### src/rtl/wfg_stim_sine_top.sv
// Sine stimulus: phase accumulator -> 16-step CORDIC -> gain/offset/saturate -> AXI-S.
// Latency: first sample 18 cycles after the sequencer leaves IDLE, then one per handshake + 18.
// Backpressure: tdata is held while tready is low; the phase only advances on accept.
module wfg_stim_sine_top #(
   parameter int BUSW = 32
) (
   input  logic                wb_clk_i,
   input  logic                wb_rst_i,
   input  logic                wbs_stb_i,
   input  logic                wbs_cyc_i,
   input  logic                wbs_we_i,
   input  logic [3:0]          wbs_sel_i,
   input  logic [BUSW-1:0]     wbs_dat_i,
   input  logic [BUSW-1:0]     wbs_adr_i,
   output logic                wbs_ack_o,
   output logic [BUSW-1:0]     wbs_dat_o,
   input  logic                wfg_stim_spi_tready_o,
   output logic                wfg_stim_spi_tvalid_i,
   output logic signed [17:0]  wfg_stim_spi_tdata_i
);

   typedef enum logic [1:0] {IDLE = 2'd0, CALC = 2'd1, VALID = 2'd2} state_t;

   // 1/K for 16 iterations, with 1.0 = 2^20 inside the CORDIC
   localparam logic signed [23:0] X_INIT = 24'sd636749;

   logic               ctrl_en;
   logic [15:0]        inc_r;
   logic [15:0]        gain_r;
   logic signed [17:0] offset_r;
   logic               req;
   logic [BUSW-1:0]    rd_mux;

   state_t             state;
   logic [4:0]         cnt;
   logic [15:0]        phase;
   logic [15:0]        phase_nxt;
   logic [1:0]         quad;
   logic signed [23:0] cx, cy;
   logic signed [18:0] cz;
   logic signed [34:0] prod;

   logic [3:0]         shift;
   logic signed [23:0] x_sh, y_sh, x_nxt, y_nxt;
   logic signed [18:0] step, z_nxt;
   logic signed [23:0] unf, rnd;
   logic signed [17:0] sin_s;
   logic signed [34:0] sin_ext, gain_ext, scaled, sum;
   logic signed [17:0] sat;
   logic               unused_bits;

   assign req       = wbs_stb_i & wbs_cyc_i & ~wbs_ack_o;
   assign phase_nxt = phase + inc_r;
   assign unused_bits = ^{wbs_adr_i[BUSW-1:8], wbs_dat_i[BUSW-1:18], wbs_sel_i[3], rnd[23:18]};

   // arctan(2^-i) in units where a full turn is 2^18
   function automatic logic [15:0] atan_lut(input logic [3:0] i);
      case (i)
         4'd0:    atan_lut = 16'd32768;
         4'd1:    atan_lut = 16'd19344;
         4'd2:    atan_lut = 16'd10221;
         4'd3:    atan_lut = 16'd5188;
         4'd4:    atan_lut = 16'd2604;
         4'd5:    atan_lut = 16'd1303;
         4'd6:    atan_lut = 16'd652;
         4'd7:    atan_lut = 16'd326;
         4'd8:    atan_lut = 16'd163;
         4'd9:    atan_lut = 16'd81;
         4'd10:   atan_lut = 16'd41;
         4'd11:   atan_lut = 16'd20;
         4'd12:   atan_lut = 16'd10;
         4'd13:   atan_lut = 16'd5;
         4'd14:   atan_lut = 16'd3;
         default: atan_lut = 16'd1;
      endcase
   endfunction

   // Register read mux; unmapped offsets read as zero
   always_comb begin
      rd_mux = '0;
      case (wbs_adr_i[7:0])
         8'h00:   rd_mux = {31'd0, ctrl_en};
         8'h04:   rd_mux = {16'd0, inc_r};
         8'h08:   rd_mux = {16'd0, gain_r};
         8'h0C:   rd_mux = {{14{offset_r[17]}}, offset_r};
         default: rd_mux = '0;
      endcase
   end

   // Wishbone handshake: one-cycle ack after each request, byte-masked writes
   always_ff @(posedge wb_clk_i) begin
      if (wb_rst_i) begin
         wbs_ack_o <= 1'b0;
         wbs_dat_o <= '0;
         ctrl_en   <= 1'b0;
         inc_r     <= 16'h1000;
         gain_r    <= 16'h4000;
         offset_r  <= '0;
      end else begin
         wbs_ack_o <= req;
         if (req && !wbs_we_i) wbs_dat_o <= rd_mux;
         if (req && wbs_we_i) begin
            case (wbs_adr_i[7:0])
               8'h00: if (wbs_sel_i[0]) ctrl_en <= wbs_dat_i[0];
               8'h04: begin
                  if (wbs_sel_i[0]) inc_r[7:0]  <= wbs_dat_i[7:0];
                  if (wbs_sel_i[1]) inc_r[15:8] <= wbs_dat_i[15:8];
               end
               8'h08: begin
                  if (wbs_sel_i[0]) gain_r[7:0]  <= wbs_dat_i[7:0];
                  if (wbs_sel_i[1]) gain_r[15:8] <= wbs_dat_i[15:8];
               end
               8'h0C: begin
                  if (wbs_sel_i[0]) offset_r[7:0]   <= wbs_dat_i[7:0];
                  if (wbs_sel_i[1]) offset_r[15:8]  <= wbs_dat_i[15:8];
                  if (wbs_sel_i[2]) offset_r[17:16] <= wbs_dat_i[17:16];
               end
               default: ;
            endcase
         end
      end
   end

   // One CORDIC micro-rotation, steering the residual angle toward zero
   always_comb begin
      shift = cnt[3:0];
      x_sh  = cx >>> shift;
      y_sh  = cy >>> shift;
      step  = {3'b000, atan_lut(shift)};
      if (!cz[18]) begin
         x_nxt = cx - y_sh;
         y_nxt = cy + x_sh;
         z_nxt = cz - step;
      end else begin
         x_nxt = cx + y_sh;
         y_nxt = cy - x_sh;
         z_nxt = cz + step;
      end
   end

   // Quadrant unfold, rounding to 1.0 = 65536, gain/offset and saturation
   always_comb begin
      case (quad)
         2'd0:    unf = cy;
         2'd1:    unf = cx;
         2'd2:    unf = -cy;
         default: unf = -cx;
      endcase
      rnd      = (unf + 24'sd8) >>> 4;
      sin_s    = rnd[17:0];
      sin_ext  = {{17{sin_s[17]}}, sin_s};
      gain_ext = {19'd0, gain_r};
      scaled   = prod >>> 14;
      sum      = scaled + {{17{offset_r[17]}}, offset_r};
      if (sum > 35'sd131071)       sat = 18'h1FFFF;
      else if (sum < -35'sd131072) sat = 18'h20000;
      else                         sat = sum[17:0];
   end

   // Sequencer: load angle, iterate, scale, saturate, then hold until accepted
   always_ff @(posedge wb_clk_i) begin
      if (wb_rst_i) begin
         state                 <= IDLE;
         cnt                   <= '0;
         phase                 <= '0;
         quad                  <= '0;
         cx                    <= '0;
         cy                    <= '0;
         cz                    <= '0;
         prod                  <= '0;
         wfg_stim_spi_tvalid_i <= 1'b0;
         wfg_stim_spi_tdata_i  <= '0;
      end else if (!ctrl_en) begin
         state                 <= IDLE;
         cnt                   <= '0;
         phase                 <= '0;
         wfg_stim_spi_tvalid_i <= 1'b0;
      end else begin
         case (state)
            IDLE: begin
               state <= CALC;
               cnt   <= '0;
               quad  <= phase[15:14];
               cx    <= X_INIT;
               cy    <= '0;
               cz    <= {3'b000, phase[13:0], 2'b00};
            end
            CALC: begin
               cnt <= cnt + 5'd1;
               if (cnt < 5'd16) begin
                  cx <= x_nxt;
                  cy <= y_nxt;
                  cz <= z_nxt;
               end else if (cnt == 5'd16) begin
                  prod <= sin_ext * gain_ext;
               end else begin
                  wfg_stim_spi_tdata_i  <= sat;
                  wfg_stim_spi_tvalid_i <= 1'b1;
                  state                 <= VALID;
               end
            end
            VALID: begin
               if (wfg_stim_spi_tready_o) begin
                  wfg_stim_spi_tvalid_i <= 1'b0;
                  phase                 <= phase_nxt;
                  state                 <= CALC;
                  cnt                   <= '0;
                  quad                  <= phase_nxt[15:14];
                  cx                    <= X_INIT;
                  cy                    <= '0;
                  cz                    <= {3'b000, phase_nxt[13:0], 2'b00};
               end
            end
            default: state <= IDLE;
         endcase
      end
   end

endmodule

### config.mk
export PLATFORM = sky130hd
export DESIGN_NAME = wfg_stim_sine_top
export DESIGN_NICKNAME = d
export VERILOG_FILES = /design/src/rtl/wfg_stim_sine_top.sv
export SDC_FILE = /design/constraint.sdc
export NUM_CORES = 2
export LEC_CHECK = 0
export CAP_MARGIN = 20
export CORE_MARGIN = 2
export CORE_UTILIZATION = 30
export CTS_CLUSTER_DIAMETER = 100
export DETAILED_ROUTE_END_ITERATION = 8
export PLACE_DENSITY_LB_ADDON = 0.25
export SETUP_SLACK_MARGIN = 0.3
export SYNTH_ARGS = -nofsm -noshare
export SYNTH_HDL_FRONTEND = slang
export SYNTH_SLANG_ARGS = --single-unit
### constraint.sdc
create_clock -name wb_clk_i -period 24.4 [get_ports wb_clk_i]
set_input_delay 7.32 -clock wb_clk_i [delete_from_list [all_inputs] [get_ports wb_clk_i]]
set_output_delay 7.32 -clock wb_clk_i [all_outputs]
set_load 0.05 [all_outputs]
==> impl_metrics.csv <==
group,metric,value,unit
run_status,run_status,"complete, no violations",
global_route,first_global_vias,23500,
clock_tree,cts.htree.levels,1,
power,power_leakage,14.1,nW
logic_synthesis,yosysUniqueCellTypes,96,
sta,tightest_slew,1030,ps
finish,n_antenna_cell,0,
global_route,grt.overflow.total,0,
logic_synthesis,synth_top_family_by_area,"adder cells",
global_route,grt_start_max_net_pins,64,
setup_path,worstPathRequired,24840,ps
floorplan,rows,114,
sta,hold_violations,0,
setup_path,critPathSlowestCell,"xor2_2",
detailed_routing,routedWlPerCell,17.7,um
sta,fmax,0.0957,GHz
global_route,grt_first_pass_wirelength,134000,um
global_route,grtUsageMet3,0.0204,
setup_path,crit_type,"flip-flop to flip-flop",
global_route,grt_usage,0.168,
clock_tree,cts_resized,0,
finish,nNetsFinal,3956,
detailed_routing,vias,23300,
setup_path,worstPathMaxFanout,16,
logic_synthesis,synth.area.top_cells,"fa_1 20%, dfxtp_1 15%, ha_1 8.7%",
finish,final_cell_mix,"400 x inv_1, 387 x nand2_1, 297 x nor2_1",
placed_design,dpl.cell_count,4635,
worst_hold_path,min-delay-path-class,"flip-flop to flip-flop",
sta,fin_skew,35.0,ps
setup_path,worst_path_largest_cell_delay,820,ps
detailed_routing,drtAntennaViolNets,0,
power,power_density,24.7,nW/um^2
sta,period_share,0.428,
setup_path,crit_path_frequent_cell,"fa_1",
placed_design,io_buffers,86,
power,power,0.000787,W
logic_synthesis,synthXorXnorAreaFrac,0.0704,
sta,setup_tns,0,ps
finish,final_common_cell,"inv_1",
placed_design,dp_hpwl,64700,um
placed_design,dp_slack,13870,ps
logic_synthesis,synth-simple-area-share,0.169,
floorplan,die_x,315,um
detailed_routing,drc,0,
logic_synthesis,yosysSeqAreaShare,0.150,
detailed_routing,avgViaCountPerCell,4.99,
run,maxCapViolCount,0,
clock_tree,cts_tree,"yes",
logic_synthesis,synth-main-ff-cell,"dfxtp_1",
clock_tree,clk_pin_slew,60,ps
logic_synthesis,synth_seq_cells,218,
floorplan,die_area,99400,um^2
finish,drive_gt1_frac,0.0637,
finish,fillers,10200,
logic_synthesis,synthAdderAreaFrac,0.289,
global_route,use_met2,0.280,
detailed_routing,drt_iter0_markers,1281,
power,ir_drop,47.3,uV
logic_synthesis,synth_area_leader_cell,"fa_1",
logic_synthesis,syn_inst,3439,
finish,area_delta_synth_final,9.41,%
clock_tree,clock-sinks,218,
setup_path,arrival,10890,ps
logic_synthesis,synthMuxAreaShare,0.0904,
sta,slew_viol_final,0,
logic_synthesis,syn_area,29100,um^2
floorplan,core,96300,um^2
logic_synthesis,synth_warnings,0,
logic_synthesis,avgSynthCellArea,8.45,um^2
sta,rsz0062_at_grt,"no",
setup_path,start_kind,"flip-flop",
sta,setup_violations,0,
setup_path,end_kind,"flip-flop",
logic_synthesis,synth_edf_count,0,
clock_tree,root_buffer,"clkbuf_16",
clock_tree,insertion_delay,590,ps
logic_synthesis,syn_nets,4006,
floorplan,ios,126,
global_route,top_usage_layer,"met2",
global_route,antenna_found_initial,0,
floorplan,die_h,315,um
detailed_routing,dr.pass1.iters,5,
floorplan,start_util,0.302,
sta,layout_min_cycle_time,10450,ps
finish,multi_input_area,22200,um^2
clock_tree,clk_path_buf_depth,3,
detailed_routing,drt_wl_total,83000,um
clock_tree,numCtsBuffers,26,
sta,finalWorstSetupSlack,13950,ps
placed_design,gp_congestion,0.845,
sta,max_slew_margin,0.312,
logic_synthesis,async_reset_ff_frac,0,
finish,stdcell_count,4683,
global_route,use_met1,0.232,
logic_synthesis,synth_compound_area_frac,0.144,
logic_synthesis,yosys.area.top_type_share,0.200,
clock_tree,ctsHoldBuffers,0,
finish,seq_area,4370,um^2
sta,hold_ws,459,ps
clock_tree,post_cts_buffers,0,
## through the flow
step / utilization / instance area, um^2
after floorplan: - / 29100
after global routing: 0.330 / 31800
after detailed placement: 0.321 / 30900
after CTS: 0.330 / 31800
after global placement: 0.321 / 30900
final: 0.330 / 31800
## sequential cells by signal, indices dropped and copies added (netlist names)
signal and count:
cx 24, cy 24, prod 21, cz 19, offset_r 18, wbs_dat_o 18, wfg_stim_spi_tdata_i 18, gain_r 16
inc_r 16, phase 16, step 16, cnt 5, quad 2, state 2, ctrl_en 1, wbs_ack_o 1
wfg_stim_spi_tvalid_i 1
## final cells by class
type,count,share of cell area
clock inverters,12,0.00500
flip-flops and latches,218,0.137
well taps,1276,0.0502
multi-input cells,2603,0.698
inverters,404,0.0477
clock buffers,34,0.0227
repair buffers,136,0.0388
## cell families (layout without fill, tap and decap cells)
family          count (synthesis)  after routing
fa+ha+maj                     497            497
simple gates                 1054           1054
xor+xnor                      232            232
flops                         218            218
buf+inv                       618            586
compound gates                640            640
mux                           180            180
## power by group
group / internal, W / switching (W)
logic: 0.00000735 / 0.0000132
registers: 0.000356 / 0.000000104
clock network: 0.000241 / 0.000170
total: 0.000604 / 0.000183
## cell usage after synthesis, types with 8 or more instances
cell	number
a211oi_1	26
a211o_1	9
or3_1	20
inv_1	400
dfxtp_1	218
mux4_1	21
and2_1	134
a22oi_1	34
buf_4	23
mux4_2	35
ha_1	203
nand2_1	387
o41ai_1	9
buf_2	30
a221oi_1	9
clkbuf_1	143
nor2b_1	19
xnor2_1	153
buf_1	9
nor4_1	10
mux2_2	34
nand4_1	14
or4_1	8
and3_1	23
nand2b_1	17
a21oi_1	204
a22o_1	30
o21ai_0	100
nor2_1	298
o21a_1	16
o22ai_1	14
o31ai_1	23
nand3_1	43
o21bai_1	16
nor3_1	41
a31oi_1	34
mux2i_1	89
a21o_1	40
xor2_1	77
fa_1	290
## path summary, 6_finish.rpt
kind	startpoint	end	slack, ps	depth (start not counted)
worst max-delay path	cy[4]	prod[34]	13950	30
worst min register to register	prod[14]	prod[14]	460	2
worst max register to register	cy[4]	prod[34]	13950	30
worst min-delay path	prod[14]	prod[14]	460	2
## layer usage
metal | vias up | routed length [um]
li1 | 11400 | -
met1 | 11400 | 38800
met2 | 423 | 38900
met3 | 92 | 3430
met4 | 0 | 1930
met5 | - | 0
## worst max-delay path: cells and delay by family (launching register included)
| kind | cells | cell delay, ps |
|---|---|---|
| adder cells (fa/ha/maj) | 7 | 3500 |
| AO/OA/AOI/OAI | 9 | 2510 |
| AND/OR/NAND/NOR | 8 | 2470 |
| XOR/XNOR | 2 | 1010 |
| flip-flops | 1 | 470 |
| buffers and inverters | 3 | 160 |
| multiplexers | 1 | 150 |
No activity file was read; power rests on OpenSTA's default activity.
